## config.mk

```make
export PLATFORM = sky130hd
export DESIGN_NAME = axil_regfile
export DESIGN_NICKNAME = d
export VERILOG_FILES = /design/src/rtl/axil_regfile.sv
export SDC_FILE = /design/constraint.sdc
export NUM_CORES = 1
export LEC_CHECK = 0
export CAP_MARGIN = 20
export CELL_PAD_IN_SITES_DETAIL_PLACEMENT = 0
export CELL_PAD_IN_SITES_GLOBAL_PLACEMENT = 1
export CORE_ASPECT_RATIO = 0.8
export CORE_MARGIN = 1.5
export CORE_UTILIZATION = 38
export DETAILED_ROUTE_END_ITERATION = 7
export HOLD_SLACK_MARGIN = 0.06
export PLACE_DENSITY = 0.82
export SKIP_CTS_REPAIR_TIMING = 1
export SLEW_MARGIN = 40
export SYNTH_ARGS = -nofsm -noshare
export SYNTH_HDL_FRONTEND = slang
export SYNTH_SLANG_ARGS = --single-unit
```

## constraint.sdc

```tcl
create_clock -name AXI_ACLK -period 2.45 [get_ports AXI_ACLK]
set_clock_uncertainty 0.1 [all_clocks]
set_input_delay 0.49 -clock AXI_ACLK [delete_from_list [all_inputs] [get_ports AXI_ACLK]]
set_output_delay 0.49 -clock AXI_ACLK [all_outputs]
set_load 0.05 [all_outputs]
```

## src/rtl/axil_regfile.sv

```systemverilog
// AXI-Lite slave register bank: NUM_REGS-1 read/write control registers plus one
// read-only status register at the top index. One outstanding write and one outstanding read.
module axil_regfile #(
  parameter int C_AXI_DATA_WIDTH = 32,
  parameter int C_AXI_ADDR_WIDTH = 8,
  parameter int NUM_REGS         = 16
) (
  input  logic                                       AXI_ACLK,
  input  logic                                       AXI_ARESETN,
  input  logic [C_AXI_ADDR_WIDTH-1:0]                AXI_AWADDR,
  input  logic [2:0]                                 AXI_AWPROT,
  input  logic                                       AXI_AWVALID,
  output logic                                       AXI_AWREADY,
  input  logic [C_AXI_DATA_WIDTH-1:0]                AXI_WDATA,
  input  logic [C_AXI_DATA_WIDTH/8-1:0]              AXI_WSTRB,
  input  logic                                       AXI_WVALID,
  output logic                                       AXI_WREADY,
  output logic [1:0]                                 AXI_BRESP,
  output logic                                       AXI_BVALID,
  input  logic                                       AXI_BREADY,
  input  logic [C_AXI_ADDR_WIDTH-1:0]                AXI_ARADDR,
  input  logic [2:0]                                 AXI_ARPROT,
  input  logic                                       AXI_ARVALID,
  output logic                                       AXI_ARREADY,
  output logic [C_AXI_DATA_WIDTH-1:0]                AXI_RDATA,
  output logic [1:0]                                 AXI_RRESP,
  output logic                                       AXI_RVALID,
  input  logic                                       AXI_RREADY,
  output logic [(NUM_REGS-1)*C_AXI_DATA_WIDTH-1:0]   reg_out,
  output logic [NUM_REGS-2:0]                        wr_pulse,
  input  logic [C_AXI_DATA_WIDTH-1:0]                status_in
);

  localparam int IDX_W  = C_AXI_ADDR_WIDTH - 2;
  localparam int NRW    = NUM_REGS - 1;
  localparam int STRB_W = C_AXI_DATA_WIDTH / 8;
  // One extra bit so that NUM_REGS == 2^IDX_W still compares correctly.
  localparam logic [IDX_W:0] RO_IDX = (IDX_W + 1)'(NUM_REGS - 1);

  localparam logic [1:0] RESP_OKAY   = 2'b00;
  localparam logic [1:0] RESP_SLVERR = 2'b10;

  // Write-channel state
  logic                        aw_held_q;
  logic [IDX_W-1:0]            awidx_q;
  logic                        w_held_q;
  logic [C_AXI_DATA_WIDTH-1:0] wdata_q;
  logic [STRB_W-1:0]           wstrb_q;
  logic                        bvalid_q;
  logic [1:0]                  bresp_q;
  logic [NRW-1:0]              wr_pulse_q;
  logic [NRW-1:0]              wr_pulse_d;

  // Read-channel state
  logic                        rvalid_q;
  logic [1:0]                  rresp_q;
  logic [C_AXI_DATA_WIDTH-1:0] rdata_q;
  logic [1:0]                  rresp_d;
  logic [C_AXI_DATA_WIDTH-1:0] rdata_d;

  logic [C_AXI_DATA_WIDTH-1:0] regs_q [NRW];

  logic                        aw_hs;
  logic                        w_hs;
  logic                        ar_hs;
  logic                        commit;
  logic                        w_is_rw;
  logic [IDX_W-1:0]            w_idx;
  logic [C_AXI_DATA_WIDTH-1:0] w_data;
  logic [STRB_W-1:0]           w_strb;
  logic [IDX_W-1:0]            r_idx;

  logic                        unused_ok;
  assign unused_ok = ^{AXI_AWPROT, AXI_ARPROT, AXI_AWADDR[1:0], AXI_ARADDR[1:0]};

  // Handshakes and ready generation
  assign AXI_AWREADY = ~aw_held_q & ~bvalid_q & AXI_ARESETN;
  assign AXI_WREADY  = ~w_held_q  & ~bvalid_q & AXI_ARESETN;
  assign AXI_ARREADY = ~rvalid_q  & AXI_ARESETN;

  assign aw_hs = AXI_AWVALID & AXI_AWREADY;
  assign w_hs  = AXI_WVALID  & AXI_WREADY;
  assign ar_hs = AXI_ARVALID & AXI_ARREADY;

  // Each half comes either from its holding register or straight off the bus this cycle.
  assign w_idx   = aw_held_q ? awidx_q : AXI_AWADDR[C_AXI_ADDR_WIDTH-1:2];
  assign w_data  = w_held_q  ? wdata_q : AXI_WDATA;
  assign w_strb  = w_held_q  ? wstrb_q : AXI_WSTRB;
  assign commit  = (aw_held_q | aw_hs) & (w_held_q | w_hs);
  assign w_is_rw = {1'b0, w_idx} < RO_IDX;

  assign r_idx   = AXI_ARADDR[C_AXI_ADDR_WIDTH-1:2];

  // One-hot select of the committed RW register; doubles as the next write pulse.
  always_comb begin
    wr_pulse_d = '0;
    if (commit && w_is_rw) begin
      for (int k = 0; k < NRW; k++) begin
        if (w_idx == IDX_W'(k)) begin
          wr_pulse_d[k] = 1'b1;
        end
      end
    end
  end

  // Read data mux, sampled on the AR handshake edge.
  always_comb begin
    rdata_d = '0;
    rresp_d = RESP_SLVERR;
    if ({1'b0, r_idx} < RO_IDX) begin
      rresp_d = RESP_OKAY;
      for (int k = 0; k < NRW; k++) begin
        if (r_idx == IDX_W'(k)) begin
          rdata_d = regs_q[k];
        end
      end
    end else if ({1'b0, r_idx} == RO_IDX) begin
      rresp_d = RESP_OKAY;
      rdata_d = status_in;
    end
  end

  // Write address/data holding and response
  always_ff @(posedge AXI_ACLK or negedge AXI_ARESETN) begin
    if (!AXI_ARESETN) begin
      aw_held_q  <= 1'b0;
      awidx_q    <= '0;
      w_held_q   <= 1'b0;
      wdata_q    <= '0;
      wstrb_q    <= '0;
      bvalid_q   <= 1'b0;
      bresp_q    <= RESP_OKAY;
      wr_pulse_q <= '0;
    end else begin
      wr_pulse_q <= wr_pulse_d;
      if (commit) begin
        aw_held_q <= 1'b0;
        w_held_q  <= 1'b0;
        bvalid_q  <= 1'b1;
        bresp_q   <= w_is_rw ? RESP_OKAY : RESP_SLVERR;
      end else begin
        if (aw_hs) begin
          aw_held_q <= 1'b1;
          awidx_q   <= AXI_AWADDR[C_AXI_ADDR_WIDTH-1:2];
        end
        if (w_hs) begin
          w_held_q <= 1'b1;
          wdata_q  <= AXI_WDATA;
          wstrb_q  <= AXI_WSTRB;
        end
        if (bvalid_q && AXI_BREADY) begin
          bvalid_q <= 1'b0;
        end
      end
    end
  end

  // Register bank, byte-lane write enables
  always_ff @(posedge AXI_ACLK or negedge AXI_ARESETN) begin
    if (!AXI_ARESETN) begin
      for (int k = 0; k < NRW; k++) begin
        regs_q[k] <= '0;
      end
    end else begin
      for (int k = 0; k < NRW; k++) begin
        for (int b = 0; b < STRB_W; b++) begin
          if (wr_pulse_d[k] && w_strb[b]) begin
            regs_q[k][b*8 +: 8] <= w_data[b*8 +: 8];
          end
        end
      end
    end
  end

  // Read response
  always_ff @(posedge AXI_ACLK or negedge AXI_ARESETN) begin
    if (!AXI_ARESETN) begin
      rvalid_q <= 1'b0;
      rresp_q  <= RESP_OKAY;
      rdata_q  <= '0;
    end else if (ar_hs) begin
      rvalid_q <= 1'b1;
      rresp_q  <= rresp_d;
      rdata_q  <= rdata_d;
    end else if (rvalid_q && AXI_RREADY) begin
      rvalid_q <= 1'b0;
    end
  end

  assign AXI_BVALID = bvalid_q;
  assign AXI_BRESP  = bresp_q;
  assign AXI_RVALID = rvalid_q;
  assign AXI_RRESP  = rresp_q;
  assign AXI_RDATA  = rdata_q;
  assign wr_pulse   = wr_pulse_q;

  for (genvar k = 0; k < NRW; k++) begin : g_reg_out
    assign reg_out[k*C_AXI_DATA_WIDTH +: C_AXI_DATA_WIDTH] = regs_q[k];
  end

endmodule
```

* Yosys cells after proc, flatten, opt, wreduce, memory -nomap -nowiden
Index checks and enable logic that the tools add are counted.
** Operators by class
- Reductions and logical operators :: 71
- Bitwise gates (word level) :: 16
- Equal/unequal tests :: 29
- Order comparisons :: 2
- Muxes and demuxes :: 47
** Operator list (count)
- $mux 32 :: 18
- $eq 6x4->1 const B :: 15
- $logic_and 1x1->1 :: 63
- $eq 6x3->1 const B :: 8
- $eq 6x2->1 const B :: 4
- $mux 1 :: 23
- $mux 15 :: 1
- $eq 6x1->1 const B :: 2
- $logic_not 6->1 :: 2
- $lt 6x4->1 const B :: 2
- $and 1x1->1 :: 9
- $reduce_bool 2->1 :: 4
- $mux 2 :: 3
- $mux 6 :: 1
- $not 1->1 :: 5
- $mux 4 :: 1
- $reduce_and 2->1 :: 2
- $or 1x1->1 :: 2
** Word-level totals
- Register bits after elaboration :: 577
- Input port bits :: 97
- Logic and storage cells :: 236
- Output and inout port bits :: 536

* Longest topological paths before layout
- Depth after elaboration :: 17
- Mapped depth :: 11
- Depth with buffers taken out :: 6

* Worst setup path after synthesis
Ideal clock, no wire load.
- Path type :: register -> register
- Start :: register rvalid_q, in the netlist AXI_RVALID
- End :: register rdata_q[12], in the netlist AXI_RDATA[12]
- Data arrival time :: 2.544 ns
- Slack :: -0.331 ns
- Cell stages (with the launch flop) :: 8
- Cells stage by stage :: dfrtp_1 nor2b_1 and2_1 clkbuf_1 clkbuf_1 nand3_1 a221oi_1 a31oi_1
** On the way
- Longest elaborated chain between the ends :: 3
** Ends and longest elaborated chain
- from (decl) :: RTL line 55 : logic rvalid_q;
- from (signal assigned) :: RTL line 178 : rvalid_q <= 1'b0;
- from (signal assigned) :: RTL line 182 : rvalid_q <= 1'b1;
- from (signal assigned) :: RTL line 186 : rvalid_q <= 1'b0;
- $not 1->1 :: RTL line 79 : assign AXI_ARREADY = ~rvalid_q & AXI_ARESETN;
- $and 1x1->1 :: RTL line 79
- via AXI_ARREADY :: RTL line 24 : output logic AXI_ARREADY,
- $and 1x1->1 :: RTL line 83 : assign ar_hs = AXI_ARVALID & AXI_ARREADY;
- to (signal assigned) :: RTL line 184 : rdata_q <= rdata_d;
- to (decl) :: RTL line 57 : logic [C_AXI_DATA_WIDTH-1:0] rdata_q;
The timed path passes the listed nets, and every way through them passes these cells.
A chain may end at the register's enable or synchronous reset.

* Worst setup path in the final report
- Start :: register regs_q, in the netlist reg_out[137]
- End :: output reg_out[137]
** RTL lines
- from (decl) :: RTL line 61 : logic [C_AXI_DATA_WIDTH-1:0] regs_q [NRW];
- from (signal, indexed assignment) :: RTL line 168 : regs_q[k][b*8 +: 8] <= w_data[b*8 +: 8];
- to (decl) :: RTL line 29 : output logic [(NUM_REGS-1)*C_AXI_DATA_WIDTH-1:0] reg_out,
No word-level cell between the ends.

==> results.cfg <==
[status]
outcome = complete, but fails checks
violations = setup timing

[timing]
slew_headroom_pct = 51.4
rsz0062_at_grt = true
period_needed_ns = 2.45
setup_violations = 2
timing.final.max_slew_violations = 0
max_freq_mhz = 408
finalHoldViolCount = 0
timing.final.crit_share_pct = 100
setup_ws_ns = -0.00296
worst_slew_pin_slew_ns = 0.728

[layout]
syn_to_final_growth_pct = 53.7
final_util_pct = 59.4
drive_above_1_share_pct = 17.4
fin_cells = 4382
nets = 3570

[power]
vdd_drop_max_mv = 0.864
pwr-share-clk_pct = 23.1
p_comb_share_pct = 41.2
switching_share_pct = 45.2
finalPower_mw = 42.1
power_density_nw_per_um2 = 1070
power.share.sequential_pct = 35.7
p_sw_mw = 19.1
power_leakage_nw = 25.2
p_int_mw = 23.1

[worst_setup_path]
worst-setup-path-type = flop to output port
required_ns = 1.86
crit_fanout = 3
cp_top_family = buffers and inverters
cp-end-kind = output port
r2r_start = aw_held_q
startpoint_type = flop
crit_path_max_incr_delay_ns = 0.85
arrival_ns = 1.86
cp_cell_sequence = clkdlybuf4s50_1
crit_slowest_cell = clkdlybuf4s50_1
critPathBufInv = 1
startpoint = reg_out[137]

[synthesis]
yosysSeqAreaShare_pct = 56.3
syn-instance-count = 2638
synth_edf_count = 0
synth_area_um2 = 25600
ys_ff_latch = 575
synth_warnings = 0
avgSynthCellArea_um2 = 9.69
async_flop_share_pct = 100
ys.flop_type = dfrtp_1
synth.distinct_cells = 74

[grt]
busiest_layer = met2
grt-ovfl-total = 0
grt_start_max_net_pins = 147
grt_pass1_vias = 25384
gr-usage-met1_pct = 49.2
use_met2_pct = 57.2
grt_pass1_wl_um = 183000
use_met3_pct = 8.57
grt_usage_pct = 36.6
grt_antenna_before_repair = 9

[worst_hold_path]
hold_class = input pin to flop
min-delay-start = AXI_ARESETN

[clocking]
htree_levels = 2
numCtsBuffers = 60
cts_tree = built
cts_root_buf = clkbuf_16
clk_pin_slew_ns = 0.06
clkLatencyLatePin_ns = 0.65
clock_path_buffers = 3
cts.sinks = 575

[drt]
totalWireLength_um = 130000
dr.pass1.iters = 8
wl_per_cell_um = 29.7
ant_nets = 0
drc = 0
viasPerCell = 6.01
drt_iter0_drc = 3310
num_vias = 26334

[die]
die_y_um = 235
start_util_pct = 38.7
core_um2 = 66100
dieArea_um2 = 68800
row_count = 84
die_w_um = 293
ios = 633

[place]
place_hpwl_um = 99900
port_buffers = 620
pre_cts_ws_ns = -0.924
placed_cells = 4254
gp_congestion = 0.977

[flow_run]
cap_violations = 0
-- metrics by stage --
step / setup TNS, ns / area, um2 / hold WS (ns)
2_1_floorplan: 0 / 25600 / 0.0944
3_3_place_gp: -115.56 / 35600 / 0.378
3_5_place_dp: -126.78 / 35600 / 0.389
4_1_cts: -30.29 / 37600 / -0.115
5_1_grt: -0.0598 / 39300 / 0.327
6_report: -0.00310 / 39300 / 0.290
-- registers in the layout, summed over array words and instances, names as in the netlist, 4 cells and up --
name and flops:
AXI_RDATA 32, awidx_q 6, wstrb_q 4, wr_pulse 15, wdata_q 32, reg_out 480
-- worst paths after layout --
kind | endpoint | slack [ns] | cells after the start
worst max-delay path | reg_out[137] | -0.003 | 1
worst min-delay path | aw_held_q | 0.29 | 4
worst max register to register | reg_out[138] | 0.07 | 10
worst min register to register | AXI_BRESP[1] | 0.40 | 2
max in group asynchronous | reg_out[150] | 0.25 | 5
min in group asynchronous | wr_pulse[3] | 0.61 | 3
-- power groups by stage --
stage | logic [mW] | registers [mW] | clock network [mW]
final | 17.4 | 15.0 | 9.73
after detailed placement | 17.3 | 15.1 | 0
after global placement | 17.1 | 15.1 | 0
after CTS | 17.4 | 15.0 | 9.75
after floorplan | 3.62 | 20.7 | 0
after global routing | 18.1 | 15.1 | 10.1
-- cells in the mapped netlist, types with 3 or more instances --
cell	number	area (um2)
nor2_1	250	938
and3_1	45	282
a222oi_1	15	150
or4_1	3	22.5
nor3_1	11	55.1
o22ai_1	45	282
o21ai_1	172	861
nor2b_1	8	50.1
a2111oi_0	7	61.3
a21oi_1	260	1300
inv_1	4	15.0
a31oi_1	11	68.8
buf_4	24	180
nand2_1	375	1410
o22a_1	4	35.0
a221oi_1	20	175
dfrtp_1	575	14400
nand2b_1	8	50.1
o221ai_1	24	210
o21a_1	4	30.0
nor4b_1	3	26.3
o21ai_0	181	906
buf_2	84	420
mux2_2	45	507
nor2_2	5	31.3
o211ai_1	15	113
a22oi_1	91	683
and4_1	6	52.6
or3_1	31	194
nor4_4	4	85.1
nand4_1	12	75.1
o31ai_1	3	22.5
clkbuf_1	116	435
and3b_1	4	35.0
a32o_1	3	30.0
clkbuf_2	5	25.0
buf_6	9	101
mux2i_1	40	400
and2_1	18	113
nor2_4	3	33.8
a211oi_1	6	45.0
nand3_1	45	225
buf_1	4	15.0
-- kinds of logic after synthesis --
family,synth area share (%)
AO/OA/AOI/OAI,20.3
AND/OR/NAND/NOR,15.1
flip-flops,56.3
buffers and inverters,4.66
multiplexers,3.55
XOR/XNOR,0.0343
other,0.0147
-- worst register-to-register path, stage by stage, from the launching register on --
cell and delay (ns):
dfrtp_2 0.41, buf_4 0.18, nand2b_1 0.19, o22a_1 0.23, buf_12 0.17, nor4_4 0.28, buf_6 0.17, and2_1 0.18
buf_12 0.16, nor2_1 0.07, a21oi_1 0.14
-- layout by cell type (no fill, tap or decap), types with 15 or more instances in the layout --
| master | synthesis | final |
|---|---|---|
| a22oi_1 | 91 | 91 |
| dfrtp_1 | 575 | 573 |
| nand2_1 | 375 | 371 |
| and2_1 | 18 | 15 |
| clkbuf_8 | 0 | 19 |
| a222oi_1 | 15 | 15 |
| o21ai_0 | 181 | 179 |
| clkbuf_16 | 0 | 62 |
| o211ai_1 | 15 | 15 |
| nand3_1 | 45 | 45 |
| and3_1 | 45 | 44 |
| a21oi_1 | 260 | 258 |
| mux2_2 | 45 | 45 |
| o21ai_1 | 172 | 174 |
| clkdlybuf4s50_1 | 0 | 130 |
| a221oi_1 | 20 | 16 |
| or3_1 | 31 | 31 |
| dlymetal6s2s_1 | 0 | 478 |
| nor2_1 | 250 | 244 |
| buf_4 | 24 | 305 |
| o22ai_1 | 45 | 45 |
| mux2i_1 | 40 | 40 |
| buf_12 | 0 | 82 |
| o221ai_1 | 24 | 24 |
-- final cells by class --
type | count | area [um2]
Tap cell | 860 | 1080
Antenna cell | 5 | 12.5
Timing Repair Buffer | 1014 | 11500
Inverter | 4 | 15.0
Sequential cell | 575 | 14400
Multi-Input combinational cell | 1818 | 10200
Clock inverter | 14 | 234
Clock buffer | 92 | 1830
Fill cell | 5505 | 26800
-- layer usage --
layer / vias up / routed length, um
met5: - / 86
met4: 12 / 6040
met3: 333 / 13900
met2: 1822 / 58900
met1: 13040 / 51300
li1: 11127 / -
Note: power is estimated with default switching activity, not from simulation.
